==> src/rtl/riscv_mon_pkg.sv <==
// Shared constants for the riscv-tests end-of-test monitor: FSM state encoding
// and default completion addresses.
package riscv_mon_pkg;
   localparam logic [1:0] IDLE  = 2'd0;
   localparam logic [1:0] RUN   = 2'd1;
   localparam logic [1:0] CHECK = 2'd2;
   localparam logic [1:0] DONE  = 2'd3;

   localparam logic [31:0] END_PC_DEF      = 32'h44;
   localparam logic [31:0] TOHOST_ADDR_DEF = 32'h1000;
endpackage

==> src/rtl/riscv_mon_timer.sv <==
// Saturating RUN-cycle counter; expire_o flags the last permitted RUN cycle.
module riscv_mon_timer #(
   parameter int TIMEOUT = 5000,
   parameter int CNT_W   = $clog2(TIMEOUT + 1)
) (
   input  logic             clk,
   input  logic             rst,
   input  logic             clear_i,
   input  logic             enable_i,
   output logic [CNT_W-1:0] count_o,
   output logic             expire_o
);
   logic [CNT_W-1:0] count_q, count_d;

   always_comb begin
      count_d = count_q;
      if (clear_i)
         count_d = '0;
      else if (enable_i && count_q != CNT_W'(TIMEOUT))
         count_d = count_q + CNT_W'(1);
   end

   always_ff @(posedge clk or posedge rst) begin
      if (rst) count_q <= '0;
      else     count_q <= count_d;
   end

   assign count_o  = count_q;
   assign expire_o = enable_i && (count_q == CNT_W'(TIMEOUT - 1));
endmodule

==> src/rtl/riscv_test_monitor.sv <==
// End-of-test monitor: PC-trap completion, optional tohost-store completion
// (macro RISCV_MON_TOHOST_EN), sticky pass/fail/timeout verdict flags.
module riscv_test_monitor
   import riscv_mon_pkg::*;
#(
   parameter int              XLEN        = 32,
   parameter logic [XLEN-1:0] END_PC      = XLEN'(END_PC_DEF),
   parameter int              TIMEOUT     = 5000,
   parameter logic [XLEN-1:0] TOHOST_ADDR = XLEN'(TOHOST_ADDR_DEF),
   parameter int              CNT_W       = $clog2(TIMEOUT + 1)
) (
   input  logic             clk,
   input  logic             rst,
   input  logic             start,
   input  logic [XLEN-1:0]  pc,
   input  logic             pc_valid,
   input  logic [XLEN-1:0]  gp,
   input  logic             st_valid,
   input  logic [XLEN-1:0]  st_addr,
   input  logic [XLEN-1:0]  st_data,
   output logic             busy,
   output logic             done,
   output logic             pass,
   output logic             fail,
   output logic             timeout,
   output logic [XLEN-2:0]  test_num,
   output logic [CNT_W-1:0] cycles
);
   logic [1:0]      state_q, state_d;
   logic [XLEN-1:0] gp_q, gp_d;
   logic [XLEN-2:0] test_num_q, test_num_d;
   logic            pass_q, pass_d, fail_q, fail_d, timeout_q, timeout_d;
   logic            pc_hit, tohost_hit, hit, arm, expire;

   assign pc_hit = pc_valid && (pc == END_PC);
`ifdef RISCV_MON_TOHOST_EN
   assign tohost_hit = st_valid && (st_addr == TOHOST_ADDR) && st_data[0];
`else
   logic unused_st;
   assign tohost_hit = 1'b0;
   assign unused_st  = ^{st_valid, st_addr, st_data, TOHOST_ADDR};
`endif
   assign hit = pc_hit || tohost_hit;
   // Re-arm only from a quiescent state; start mid-run is ignored.
   assign arm = start && (state_q == IDLE || state_q == DONE);

   riscv_mon_timer #(.TIMEOUT(TIMEOUT), .CNT_W(CNT_W)) u_timer (
      .clk      (clk),
      .rst      (rst),
      .clear_i  (arm),
      .enable_i (state_q == RUN),
      .count_o  (cycles),
      .expire_o (expire)
   );

   always_ff @(posedge clk or posedge rst) begin
      if (rst) begin
         state_q    <= IDLE;
         gp_q       <= '0;
         test_num_q <= '0;
         pass_q     <= 1'b0;
         fail_q     <= 1'b0;
         timeout_q  <= 1'b0;
      end else begin
         state_q    <= state_d;
         gp_q       <= gp_d;
         test_num_q <= test_num_d;
         pass_q     <= pass_d;
         fail_q     <= fail_d;
         timeout_q  <= timeout_d;
      end
   end

   always_comb begin
      state_d = state_q;
      case (state_q)
         IDLE:    if (start) state_d = RUN;
         RUN:     if (hit) state_d = CHECK;
                  else if (expire) state_d = DONE;
         CHECK:   state_d = DONE;
         DONE:    if (start) state_d = RUN;
         default: state_d = IDLE;
      endcase
   end

   always_comb begin
      gp_d       = gp_q;
      test_num_d = test_num_q;
      pass_d     = pass_q;
      fail_d     = fail_q;
      timeout_d  = timeout_q;
      if (arm) begin
         test_num_d = '0;
         pass_d     = 1'b0;
         fail_d     = 1'b0;
         timeout_d  = 1'b0;
      end else if (state_q == RUN) begin
         // A completion in the expiry cycle wins over the timeout.
         if (hit)         gp_d      = tohost_hit ? st_data : gp;
         else if (expire) timeout_d = 1'b1;
      end else if (state_q == CHECK) begin
         if (gp_q == XLEN'(1)) begin
            pass_d = 1'b1;
         end else begin
            fail_d     = 1'b1;
            test_num_d = gp_q[XLEN-1:1];
         end
      end
   end

   assign busy     = (state_q == RUN) || (state_q == CHECK);
   assign pass     = pass_q;
   assign fail     = fail_q;
   assign timeout  = timeout_q;
   assign done     = pass_q | fail_q | timeout_q;
   assign test_num = test_num_q;
endmodule
==> config.mk <==
export PLATFORM = sky130hd
export DESIGN_NAME = riscv_test_monitor
export DESIGN_NICKNAME = d
export VERILOG_FILES = /design/src/rtl/riscv_mon_pkg.sv /design/src/rtl/riscv_mon_timer.sv /design/src/rtl/riscv_test_monitor.sv
export SDC_FILE = /design/constraint.sdc
export NUM_CORES = 1
export LEC_CHECK = 0
export ABC_AREA = 1
export CORE_ASPECT_RATIO = 0.7
export CORE_MARGIN = 2
export CORE_UTILIZATION = 30
export DETAILED_ROUTE_END_ITERATION = 10
export HOLD_SLACK_MARGIN = 0.15
export SLEW_MARGIN = 10
export SYNTH_ARGS = -nofsm -noshare
export SYNTH_HDL_FRONTEND = slang
export SYNTH_SLANG_ARGS = --single-unit
==> constraint.sdc <==
create_clock -name clk -period 6.6 [get_ports clk]
set_input_delay 0.99 -clock clk [delete_from_list [all_inputs] [get_ports clk]]
set_output_delay 0.99 -clock clk [all_outputs]
set_load 0.005 [all_outputs]
After elaboration in Yosys (flattened, before gate mapping):

Index checks and enable logic that the tools add are counted.
Widths: inputs -> output; s select.

* input bits: 133
* output and inout bits: 49
* register bits after elaboration: 81
* logic and storage cells: 63

* bitwise gates (word level): 3
* mux-type cells: 22
* $add $sub $neg: 1
* equality and inequality tests: 12
* reductions and logical operators: 18

Operators by type and width (number)
* $mux 31: 4
* $eq 32x1->1 const B: 1
* $eq 32x7->1 const B: 1
* $mux 13: 2
* $add 13x1->13 const B: 1
* $eq 13x13->1 const B: 1
* $ne 13x13->1 const B: 1
* $mux 1: 12
* $reduce_and 3->1: 4
* $reduce_bool 2->1: 5
* $mux 2: 3
* $pmux 2 s3: 1
* $eq 2x2->1 const B: 2
* $logic_and 1x1->1: 4
* $ne 2x1->1 const B: 2
* $ne 2x2->1 const B: 2
* $ne 3x3->1 const B: 1
* $eq 2x1->1 const B: 1
* $logic_not 2->1: 1
* $logic_or 1x1->1: 2
* $or 1x1->1: 2
* $reduce_and 2->1: 1
* $reduce_or 2->1: 1
* $not 1->1: 1

Depth between registers and ports, before layout:

* depth after elaboration: 6
* gate-level depth with buffers: 12
* mapped depth without buffers: 11

Modules after synthesis:

A second synthesis with hierarchy kept.

* cells, all modules: 571
* area total of the unflattened synthesis: 4360.4 um2

By module, submodules not included
* riscv_test_monitor: area an instance 3410.8 um2, cells an instance 431, instances 1, seq. area each 1701.6 um2
* riscv_mon_timer: area an instance 949.7 um2, cells an instance 140, instances 1, seq. area each 325.3 um2

Least setup slack after synthesis:

No wires, ideal clock.

* path type: in2reg
* start point: input port pc[19]
* end point: register gp_q[11]
* required time: 6484 ps
* library setup time: 116 ps
* arrival: 1814 ps
* cell stages on the path: 11
* buffers on the path: 1
* setup slack: 4669 ps
* path through: nor2_1 > nand2_1 > nor2_1 > nand2_1 > nor2_2 > nand2_1 > clkinv_2 > nand2_4 > buf_6 > nand2_1 > nand2_1

* cells in the longest elaborated chain, start to end: 3

Ends and longest elaborated chain
* start, declared: line riscv_test_monitor.sv:15 `input logic [XLEN-1:0] pc,`
* $eq 32x7->1: line riscv_test_monitor.sv:35 `assign pc_hit = pc_valid && (pc == END_PC);`
* $logic_and 1x1->1: line riscv_test_monitor.sv:35
* $reduce_and 3->1 (no line)
* end signal, assigned: line riscv_test_monitor.sv:66 `gp_q <= gp_d;`
* end, declared: line riscv_test_monitor.sv:30 `logic [XLEN-1:0] gp_q, gp_d;`

No other way between the ends.
A chain may end at the register's enable or synchronous reset.

Worst setup path in the final report:

* start point: input port start
* end point: register gp_q[27]

* cells in the longest elaborated chain, start to end: 3

Ends and longest elaborated chain
* start, declared: line riscv_test_monitor.sv:14 `input logic start,`
* $logic_and 1x1->1: line riscv_test_monitor.sv:45 `assign arm = start && (state_q == IDLE || state_q == DONE);`
* $not 1->1 (no line)
* $reduce_and 3->1 (no line)

No other way between the ends.

==> reports/results.txt <==
The async set or reset register ratio after synthesis was 100%. The final layout contains 779 nets. Among all cell types in the netlist, the one instantiated most often is sky130_fd_sc_hd__nand2_1. The wire-length estimate of the detail-placed layout is 8.34 mm. For the number of diodes, the log shows 0. The worst-case IR drop observed on VDD is 0.000155 V. The transition at the pin with the smallest max-transition slack is 1200 ps. The H-tree depth was 3; the share of the synthesized area in the top cell type was 48.7%. Kind of end point of the critical path: a flip-flop. The clock passes through at most 2 buffers. Across all setup checks in the final design, the least slack found is 3290 ps. Clock-pin slew was measured on the worst setup and hold paths at 60 ps.

At the worst endpoint, the arrival time is 3540 ps. The clock skew after layout is 6.78 ps. The via count of the first global-routing pass is 3988, and the final cycle utilization of the critical path is 50.1%. The routed design has 12.1 mm of wire.

The flow ran to the end, and the final reports show no timing, DRC or antenna violations. In the routed design, unresolved DRC markers number 0. The run gives 31.2% as the initial standard-cell utilization of the core.

The pre-CTS worst setup slack is 2910 ps, and the register area share after synthesis is 48.7%. Number of pins exceeding their max-slew limit in the final report: 0. The root cell of the clock tree was sky130_fd_sc_hd__clkbuf_16.

The count of buffers added on input and output ports is 116. Along the worst path, the maximum fanout reaches 42. Among all flip-flop cells after synthesis, the most frequent one is sky130_fd_sc_hd__dfrtp_1.

The logs give 340 ps for the source-to-sink clock delay at the later pin of the worst-skew pair and 0 for the final number of setup-violating endpoints. Setup repair after global routing left no endpoint under its margin. For the cell count after synthesis, the log shows 537. The run gives 0 as the final number of hold-violating endpoints. Entering global routing, the biggest net connects 82 pins. After synthesis, the cell types taking the most area are sky130_fd_sc_hd__dfrtp_1, sky130_fd_sc_hd__nand2_1, sky130_fd_sc_hd__nand3_1, sky130_fd_sc_hd__nor2_1, sky130_fd_sc_hd__nand4_1.

The total core area was 13400 sq um; the flip-flop and latch count after synthesis was 81. TritonCTS built the clock tree. For this run, the total global-route usage over all layers was measured as 17.2%. The tree built by TritonCTS fans out to 81 sinks. The worst path required time was 6830 ps.

The worst setup path is launched from an input port. The average instance in the mapped netlist occupies 7.75 sq um. The total overflow left after global routing is 0. The run gives 0 as the number of antenna violations at the first check in global routing. For the wire length of the first global-routing pass, the log shows 19.8 mm. The die width was 145 microns; the remaining antenna violation count was 0.

By count the netlist is led by sky130_fd_sc_hd__nand2_1, sky130_fd_sc_hd__dfrtp_1, sky130_fd_sc_hd__nand3_1. The number of max-capacitance violations reported was 0; the number of synthesized flops with an enable pin was 0. Synthesized netlist net count: 675.

Routability-driven placement finished with a final weighted congestion of 0.879. The die covers 14800 sq um. The signed area change from the synthesized netlist to the final layout is 36.8%, and the upper clock frequency limit is 0.302 GHz. For this design, the CTS-stage hold fixing added 0 buffers. The Yosys step of the flow raised 0 warnings.

The initialized floorplan defines 35 standard-cell rows. By startpoint and endpoint, the worst setup path is classified as input port to flip-flop. The type of the worst min-delay path is flip-flop to flip-flop. Top-level I/O count: 182.

The unique cell type count in the Yosys netlist was 28; the fraction of layout instances using a drive strength above 1 was 5.73%. The cell type contributing the most total cell area after synthesis is sky130_fd_sc_hd__dfrtp_1. Setup total negative slack: 0 ps.

The shortest clock period the worst path allows after layout is 3310 ps, and the area of the mapped netlist is 4160 sq um. The ratio of routed vias to standard cells was 4.82. The detailed router placed 4003 vias in this run.

The count of routing violations after the opening detailed-route iteration came out at 269. Standby leakage power: 2.73 nW. Measured against its own limit, the worst slew margin works out to 20.0%. For the length of the first detailed-routing pass in iterations, the log shows 5. The die boundary height is 103 microns, and the number of gates given a new drive strength after cts is 0. Buffers added to address setup during post-CTS repair amount to 0.

The number of clock buffers added by TritonCTS is 9. The design draws 0.00160 W. The power per unit of standard cell area came out at 281 nW/um^2. Detailed-route wire length per cell: 14.5 microns.
through the flow:
stage / hold WS, ps / utilization (%) / area [sq um] / cells
4_1_cts: 478 / 42.6 / 5690 / 831
2_1_floorplan: 442 / - / 4160 / 537
5_1_grt: 513 / 42.6 / 5690 / 831
3_3_place_gp: 462 / 40.5 / 5410 / 815
3_5_place_dp: 464 / 40.5 / 5410 / 815
6_report: 483 / 42.6 / 5690 / 831
final cells by class:
cell class | count | area (sq um)
Fill cell | 1330 | 7660
Sequential cell | 81 | 2030
Multi-Input combinational cell | 394 | 1830
Timing Repair Buffer | 119 | 1180
Tap cell | 185 | 231
Clock buffer | 9 | 225
Inverter | 36 | 138
Clock inverter | 7 | 55.1
worst paths after layout:
| check | to | cells past startpoint | slack (ps) | startpoint |
|---|---|---|---|---|
| max | gp_q[27] | 8 | 3290 | start |
| min | gp_q[0] | 2 | 480 | gp_q[0] |
| max reg2reg | gp_q[27] | 9 | 3600 | state_q[0] |
| max in group asynchronous | test_num[18] | 3 | 4640 | rst |
| min reg2reg | gp_q[0] | 2 | 480 | gp_q[0] |
| min in group asynchronous | test_num[12] | 3 | 1310 | rst |
worst max-delay path, cell delays in order:
cell,delay [ps]
sky130_fd_sc_hd__clkdlybuf4s50_1,430
sky130_fd_sc_hd__nand2_2,670
sky130_fd_sc_hd__inv_1,370
sky130_fd_sc_hd__nor2_2,150
sky130_fd_sc_hd__buf_4,370
sky130_fd_sc_hd__nand2_4,300
sky130_fd_sc_hd__nand2_1,170
sky130_fd_sc_hd__nand2_1,70
cells by family after synthesis:
family	after synthesis	share of synthesized area [%]
adders and majority gates	5	1.50
AOI/OAI and AO/OA	15	1.89
xor gates and xnor gates	4	0.842
buffers and inverters	62	7.28
DFF	81	48.7
and+or+nand+nor	370	39.8
where the power goes:
group	switching, W	internal, W	total, W
Clock	0.000214	0.000257	0.000471
Sequential	0.0000417	0.000529	0.000570
Combinational	0.000388	0.000173	0.000561
per-layer routing:
metal  part of all wire, %  GRT usage, %
met5                     0             0
met4                  0.80          5.15
met3                   6.2          4.23
met2                    45          26.7
met1                    47          23.9
registers in the layout, summed over array words and instances, names as in the netlist:
register,count
fail,1
gp_q,32
pass,1
state_q,2
test_num,31
timeout,1
u_timer.count_o,13
layout by cell type, fill, tap and decap left out, types with 3 or more instances in the layout:
cell                                n
sky130_fd_sc_hd__a21oi_1            5
sky130_fd_sc_hd__buf_4              3
sky130_fd_sc_hd__clkbuf_16          9
sky130_fd_sc_hd__clkdlybuf4s50_1  116
sky130_fd_sc_hd__clkinv_2           3
sky130_fd_sc_hd__clkinv_4           3
sky130_fd_sc_hd__dfrtp_1           81
sky130_fd_sc_hd__ha_1               5
sky130_fd_sc_hd__inv_1             30
sky130_fd_sc_hd__inv_2              4
sky130_fd_sc_hd__nand2_1          162
sky130_fd_sc_hd__nand2_2            3
sky130_fd_sc_hd__nand3_1           81
sky130_fd_sc_hd__nand4_1           41
sky130_fd_sc_hd__nor2_1            71
sky130_fd_sc_hd__nor3_1             3
sky130_fd_sc_hd__o21ai_1            8
sky130_fd_sc_hd__xor2_1             4
Power figures use the tool's default switching activity.
